### src/rtl/pi_thm_ctrl.sv
// pi_thm_ctrl: drives the phase blender's thermometer select.
// A binary blend code is accepted over a valid/ready handshake and the
// thermometer word is walked toward it one leg at a time, with a settle
// gap after every step, so the blended phase never jumps by more than
// one LSB. All outputs come straight from flops.
module pi_thm_ctrl #(
  parameter int NTHM       = 16,
  parameter int CODE_W     = 5,
  parameter int SETTLE_CYC = 3,
  parameter int INIT_CODE  = 0
) (
  input  logic              clk,
  input  logic              rst,
  input  logic [CODE_W-1:0] code_in,
  input  logic              code_valid,
  output logic              code_ready,
  output logic [NTHM-1:0]   thm_sel_bld,
  output logic [CODE_W-1:0] cur_code,
  output logic              busy,
  output logic              done,
  output logic              sat
);

  // Settle counter only needs to hold SETTLE_CYC; keep at least one bit.
  localparam int CNT_W = (SETTLE_CYC < 2) ? 1 : $clog2(SETTLE_CYC + 1);

  localparam logic [CODE_W-1:0] C_MAX    = CODE_W'(NTHM);
  localparam logic [CODE_W-1:0] C_INIT   = CODE_W'(INIT_CODE);
  localparam logic [CODE_W-1:0] C_ONE    = CODE_W'(1);
  localparam logic [CNT_W-1:0]  CNT_LOAD = CNT_W'(SETTLE_CYC);
  localparam logic [CNT_W-1:0]  CNT_ONE  = CNT_W'(1);
  localparam logic [CNT_W-1:0]  CNT_ZERO = {CNT_W{1'b0}};

  typedef enum logic [1:0] {
    ST_IDLE   = 2'd0,
    ST_STEP   = 2'd1,
    ST_SETTLE = 2'd2
  } state_t;

  // Thermometer encoding: bit i is set when code > i (unsigned, CODE_W wide).
  function automatic logic [NTHM-1:0] f_therm(input logic [CODE_W-1:0] code);
    logic [NTHM-1:0] t;
    t = {NTHM{1'b0}};
    for (int i = 0; i < NTHM; i++) begin
      t[i] = (code > CODE_W'(i));
    end
    return t;
  endfunction

  state_t              r_state;
  logic [CODE_W-1:0]   r_target;
  logic [CODE_W-1:0]   r_cur_code;
  logic [NTHM-1:0]     r_thm;
  logic [CNT_W-1:0]    r_cnt;
  logic                r_ready;
  logic                r_busy;
  logic                r_done;
  logic                r_sat;

  logic                w_accept;
  logic                w_clamp;
  logic [CODE_W-1:0]   w_req_tgt;
  logic                w_up;
  logic [CODE_W-1:0]   w_step_code;
  logic [NTHM-1:0]     w_step_thm;

  // Handshake completes only while idle, since r_ready is set only there.
  assign w_accept    = code_valid & r_ready;
  assign w_clamp     = (code_in > C_MAX);
  assign w_req_tgt   = w_clamp ? C_MAX : code_in;
  assign w_up        = (r_target > r_cur_code);
  assign w_step_code = w_up ? (r_cur_code + C_ONE) : (r_cur_code - C_ONE);
  // A thermometer word moves by one leg with a shift: shifting left with a
  // 1 fills bit cur_code, shifting right with a 0 clears bit cur_code-1.
  assign w_step_thm  = w_up ? {r_thm[NTHM-2:0], 1'b1} : {1'b0, r_thm[NTHM-1:1]};

  // Walk controller: handshake, single-leg steps, settle gaps and flags.
  always_ff @(posedge clk) begin
    if (rst) begin
      r_state    <= ST_IDLE;
      r_target   <= C_INIT;
      r_cur_code <= C_INIT;
      r_thm      <= f_therm(C_INIT);
      r_cnt      <= CNT_ZERO;
      r_ready    <= 1'b1;
      r_busy     <= 1'b0;
      r_done     <= 1'b0;
      r_sat      <= 1'b0;
    end else begin
      r_done <= 1'b0;
      case (r_state)
        ST_IDLE: begin
          if (w_accept) begin
            r_target <= w_req_tgt;
            if (w_clamp) begin
              r_sat <= 1'b1;
            end
            if (w_req_tgt == r_cur_code) begin
              // Already there: no step, just acknowledge completion.
              r_done <= 1'b1;
            end else begin
              r_state <= ST_STEP;
              r_ready <= 1'b0;
              r_busy  <= 1'b1;
            end
          end
        end
        ST_STEP: begin
          r_cur_code <= w_step_code;
          r_thm      <= w_step_thm;
          if (SETTLE_CYC > 0) begin
            r_cnt   <= CNT_LOAD;
            r_state <= ST_SETTLE;
          end else if (w_step_code == r_target) begin
            r_state <= ST_IDLE;
            r_ready <= 1'b1;
            r_busy  <= 1'b0;
            r_done  <= 1'b1;
          end else begin
            r_state <= ST_STEP;
          end
        end
        ST_SETTLE: begin
          r_cnt <= r_cnt - CNT_ONE;
          if (r_cnt == CNT_ONE) begin
            if (r_cur_code == r_target) begin
              r_state <= ST_IDLE;
              r_ready <= 1'b1;
              r_busy  <= 1'b0;
              r_done  <= 1'b1;
            end else begin
              r_state <= ST_STEP;
            end
          end
        end
        default: begin
          r_state <= ST_IDLE;
          r_ready <= 1'b1;
          r_busy  <= 1'b0;
        end
      endcase
    end
  end

  assign code_ready  = r_ready;
  assign thm_sel_bld = r_thm;
  assign cur_code    = r_cur_code;
  assign busy        = r_busy;
  assign done        = r_done;
  assign sat         = r_sat;

endmodule

### config.mk
export PLATFORM = sky130hd
export DESIGN_NAME = pi_thm_ctrl
export DESIGN_NICKNAME = d
export VERILOG_FILES = /design/src/rtl/pi_thm_ctrl.sv
export SDC_FILE = /design/constraint.sdc
export NUM_CORES = 1
export LEC_CHECK = 0
export CORE_MARGIN = 3
export CORE_UTILIZATION = 45
export DETAILED_ROUTE_END_ITERATION = 8
export MAX_ROUTING_LAYER = met4
export PLACE_DENSITY = 0.7
export SETUP_SLACK_MARGIN = 0.15
export SLEW_MARGIN = 30
export SYNTH_ARGS = -nofsm -noshare
export SYNTH_HDL_FRONTEND = slang
export SYNTH_SLANG_ARGS = --single-unit
### constraint.sdc
create_clock -name clk -period 5.8 [get_ports clk]
set_input_delay 0.87 -clock clk [delete_from_list [all_inputs] [get_ports clk]]
set_output_delay 0.87 -clock clk [all_outputs]
set_load 0.02 [all_outputs]
* Yosys cells after proc, flatten, opt, wreduce, memory -nomap -nowiden
Cells that the tools add are included.
** Word-level totals
- Bits in registers :: 34
- Bits of input ports :: 8
** Cells by class
- Add/subtract/negate cells :: 3
- $lt $le $gt $ge :: 2
- Equality and inequality tests :: 9
- Multiplexer cells :: 24
- Bitwise logic cells :: 2
- Reduce and logical (&&, ||, !) cells :: 6
** Operators by type and width (count)
- 16-bit 2-to-1 mux :: 1
- 1-bit 2-to-1 mux :: 13
- 5-bit equality test :: 2
- 5-bit 2-to-1 mux :: 2
- 2-bit inequality test (second input constant) :: 4
- 2-bit 2-to-1 mux :: 3
- 1-bit one-hot mux with 3 select lines :: 2
- 2-bit one-hot mux with 3 select lines :: 1
- 3-bit AND reduction :: 2
- 5-bit by 1-bit adder with 5-bit output (second input constant) :: 1
- 5-bit greater-than comparator :: 1
- 5-bit greater-than comparator (second input constant) :: 1
- 5-bit AND reduction :: 1
- 5-bit by 1-bit subtractor with 5-bit output (second input constant) :: 1
- 2-bit by 1-bit equality test with 1-bit output (second input constant) :: 2
- 2-bit one-hot mux with 2 select lines :: 1
- 2-bit equality test (second input constant) :: 1
- 2-bit logical NOT :: 1
- 1-bit one-hot mux with 2 select lines :: 1
- 2-bit AND reduction :: 1
- 2-bit nonzero test :: 1
- 2-bit by 1-bit subtractor with 2-bit output (second input constant) :: 1
- 1-bit bitwise AND :: 1
- 1-bit NOT :: 1

* Longest topological paths before layout
- Depth after elaboration :: 6
- Depth in mapped cells :: 13
- Mapped depth without buffers :: 12

* Worst setup path after synthesis
No wires, ideal clock.
- Path kind :: register -> register
- From :: reg r_cur_code[1], in the netlist cur_code[1]
- To :: reg r_cur_code[4], in the netlist cur_code[4]
- Arrival time :: 3214 ps
- Data required time :: 5677 ps
- Path slack :: 2462 ps
- Cell stages (with the launch flop) :: 14
- Buffers on the path :: 1
- Clock period less this slack :: 3338 ps
- Path through :: dfxtp_1 inv_1 ha_1 nor2b_1 o21bai_4 a31oi_4 inv_6 buf_8 ha_1 nor2b_1 o21a_1 or3b_2 mux2i_1 mux2_1
** On the way
- Longest elaborated chain between the ends :: 2
- Elaborated cells between the ends (all ways) :: 4
- Those cells by class :: add/sub (2); order compare (1); mux (1)
** RTL lines
- start, declared :: RTL line 52 : logic [CODE_W-1:0] r_cur_code;
- start signal, assigned :: RTL line 109 : r_cur_code <= w_step_code;
- 5-bit by 1-bit subtractor with 5-bit output (tied with other cells) :: RTL line 72 : assign w_step_code = w_up ? (r_cur_code + C_ONE) : (r_cur_code - C_ONE);
- 5-bit 2-to-1 mux * :: RTL line 72
Every way passes the cells marked *; elsewhere a longest branch is shown, timed or not.
A chain may end at the register's enable or synchronous reset.

* Final worst setup path
Ends and elaborated chain as after synthesis.

==> results.cfg <==
[sta]
fmaxAchievable_ghz = 0.303
setup_repair_after_global_routing_missed_its_margin = no
maxSlewHeadroom_pct = 56.7
timing.setup.tns_ns = 0
worst_slew_pin_slew_ns = 0.641
worst_slack_ns = 2.50
final-max-slew-violation-count = 0
min_period_over_period_pct = 56.9
setup_violations = 0
clock-skew-final_ns = 0.00612
finalWorstPathRequiredPeriod_ns = 3.30
hold_viol = 0

[place]
port_buffers = 32
pre_cts_ws_ns = 2.48
place.detailed.hpwl_mm = 2.79
place.gp.congestion = 0.811

[global_routing]
grt.busiest_layer = met2
grt_util_met2_pct = 23.8
grt_first_pass_wirelength_mm = 6.73
antenna_found_initial = 0
grt_remaining_overflow = 0
maximum_number_of_pins_on_one_net_before_global_route_repair = 40
grt.total_usage_pct = 17.2
grt_util_met1_pct = 23.7
met3_usage_pct = 4.12
first_global_vias = 1391

[worst_setup_path]
worst_ep_arrival_time_ns = 3.48
worst_setup_path_startpoint = cur_code[1]
worst-setup-path-type = reg2reg
critPathCaptureType = flip-flop
critical_path.reg2reg.startpoint = cur_code[1]
critical_path_required_ns = 5.98
timing.critical_path.from_type = flip-flop
worst-path-max-fanout = 16

[clock_network]
clock-root-buffer = sky130_fd_sc_hd__clkbuf_8
cts-root-to-sink-buffers = 2
cts.repair.resized = 0
cts_buffers = 5
ctsHtreeMaxLevel = 2
cts_tree = yes
clk_latency_ns = 0.29
numClockSinks = 34
post_cts_hold_buffer_count = 0
clock_transition_at_the_registers_of_the_reported_paths_ns = 0.06
post_cts_buffers = 0

[synthesis]
seq_area_frac_synth_pct = 36.2
post_synthesis_xor_xnor_area_fraction_pct = 2.79
post_synthesis_adder_cell_area_fraction_pct = 9.71
synthesized_area_fraction_occupied_by_and_or_nand_nor_cells_pct = 17.2
synth_commonest_cells = sky130_fd_sc_hd__nor2_1 (35), sky130_fd_sc_hd__dfxtp_1 (34), sky130_fd_sc_hd__mux2i_1 (17)
dominantRegCellSynth = sky130_fd_sc_hd__dfxtp_1
ys_async_sr_fraction_pct = 0
yosys_register_bits = 34
synth-compound-area-share_pct = 18.8
synth_fp_nets = 231
synth.top_cells.by_area = sky130_fd_sc_hd__dfxtp_1 (36%), sky130_fd_sc_hd__mux2i_1 (9.0%), sky130_fd_sc_hd__ha_1 (8.6%)
synth_top_family_by_area = compound AO/OA/AOI/OAI gates
synth_warnings = 0
syn_inst = 209
synth_most_common_cell = sky130_fd_sc_hd__nor2_1
yosys-mux-area-fraction_pct = 9.65
synth_top_cell_by_area = sky130_fd_sc_hd__dfxtp_1
syn_area_per_cell_um2 = 9.00
synth.cell_area_mm2 = 0.00188
synth_top_cell_area_share_pct = 36.2
post_synth_edffs = 0
post_synth_num_cell_types = 40

[final_layout]
antenna_cells = 0
synthToLayoutAreaGrowth_pct = 22.7
nNetsFinal = 262
utilization_pct = 59.9
layout_cell_share_with_drive_strength_beyond_1_pct = 5.86

[floorplan]
die_x_um = 70.6
die_h_um = 70.6
rows = 22
design.portCount = 33
floorplan.initialDensity_pct = 48.8
design.core.area_mm2 = 0.00385
floorplan.die_area_mm2 = 0.00499

[worst_hold_path]
hp-class = reg2reg
start_point_of_the_worst_min_delay_path = r_target[4]

[pwr]
power.total_mw = 1.37
power.ir.vdd_worst_uv = 234
static-leakage-power_nw = 0.916
power.density_cell_area_mw_per_mm2 = 595

[route]
drcViolationCount = 0
totalWireLength_mm = 3.94
route.detailed.wl_per_inst_um = 13.7
ant_nets = 0
route.vias.total = 1545
drt_pass1_iterations = 4
avgViaCountPerCell = 5.38
first_iter_violations = 76

[job]
drv_cap = 0

[run_status]
run_status = finished clean
-- cells by family after synthesis --
| group | Yosys count |
|---|---|
| muxes | 18 |
| AOI/OAI and AO/OA | 48 |
| adders and majority gates | 14 |
| buffers and inverters | 23 |
| and+or+nand+nor | 66 |
| xor gates and xnor gates | 6 |
| DFF | 34 |
-- where the power goes --
part	internal, mW	switching (mW)	leakage (nW)
registers	0.309	0.0778	0.279
clock network	0.0914	0.0821	0.0431
logic	0.378	0.434	0.593
total	0.778	0.594	0.916
-- routing by layer --
layer	wire length [µm]	vias up	part of all wire, %
met5	0	-	0
met4	87	0	2.2
met3	165	7	4.2
met2	1640	35	42
met1	2040	702	52
li1	-	801	-
-- registers in the layout (all words and copies together), names as in the netlist --
| signal | count |
|---|---|
| busy | 1 |
| code_ready | 1 |
| cur_code | 5 |
| done | 1 |
| r_cnt | 2 |
| r_state | 2 |
| r_target | 5 |
| sat | 1 |
| thm_sel_bld | 16 |
-- path summary, 6_finish.rpt --
check                           cells past startpoint  slack, ns     endpoint
worst max-delay path                               12       2.50  cur_code[4]
worst min-delay path                                2       0.46  r_target[4]
worst max register to register                     12       2.50  cur_code[4]
worst min register to register                      2       0.46  r_target[4]
-- final cells by class --
cell class / instances / area [µm²]
inverters: 13 / 53.8
flip-flops and latches: 34 / 681
well taps: 48 / 60.1
multi-input cells: 152 / 1090
repair buffers: 34 / 335
clock buffers: 6 / 82.6
fillers: 360 / 1550
-- layout by cell type, fill, tap and decap left out, types with 2 or more instances in the layout --
cell                              synthesis  layout
sky130_fd_sc_hd__nor2_1                  35      35
sky130_fd_sc_hd__dfxtp_1                 34      34
sky130_fd_sc_hd__clkdlybuf4s50_1          0      32
sky130_fd_sc_hd__mux2i_1                 17      17
sky130_fd_sc_hd__a211oi_1                16      16
sky130_fd_sc_hd__ha_1                    13      13
sky130_fd_sc_hd__inv_1                   12      12
sky130_fd_sc_hd__a21oi_1                 10      10
sky130_fd_sc_hd__nand2_1                  8       8
sky130_fd_sc_hd__o21ai_0                  6       6
sky130_fd_sc_hd__clkbuf_8                 0       6
sky130_fd_sc_hd__nand3_1                  5       5
sky130_fd_sc_hd__nor2b_1                  4       4
sky130_fd_sc_hd__nor3b_1                  4       4
sky130_fd_sc_hd__xor2_1                   3       3
sky130_fd_sc_hd__nand3b_1                 3       3
sky130_fd_sc_hd__xnor2_1                  3       3
sky130_fd_sc_hd__nand4bb_1                2       2
sky130_fd_sc_hd__o22ai_1                  2       2
sky130_fd_sc_hd__o32ai_1                  2       2
sky130_fd_sc_hd__o21a_1                   2       2
sky130_fd_sc_hd__buf_4                    0       2
-- critical path, stage by stage (launching register included) --
cell	delay, ns
sky130_fd_sc_hd__dfxtp_1	0.43
sky130_fd_sc_hd__inv_1	0.12
sky130_fd_sc_hd__ha_1	0.30
sky130_fd_sc_hd__nor2b_1	0.22
sky130_fd_sc_hd__o21bai_4	0.08
sky130_fd_sc_hd__a31oi_4	0.32
sky130_fd_sc_hd__inv_6	0.15
sky130_fd_sc_hd__ha_1	0.34
sky130_fd_sc_hd__nor2b_1	0.14
sky130_fd_sc_hd__o21a_1	0.17
sky130_fd_sc_hd__or3b_2	0.43
sky130_fd_sc_hd__mux2i_1	0.16
sky130_fd_sc_hd__mux2_1	0.33
-- stage by stage --
| step | std cells | hold WS [ns] | cell area, µm² |
|---|---|---|---|
| after detailed placement | 281 | 0.453 | 2220 |
| after floorplan | 209 | 0.440 | 1880 |
| after global routing | 287 | 0.478 | 2310 |
| after global placement | 281 | 0.453 | 2220 |
| final | 287 | 0.460 | 2310 |
| after CTS | 287 | 0.463 | 2310 |
Power figures use the tool's default switching activity.
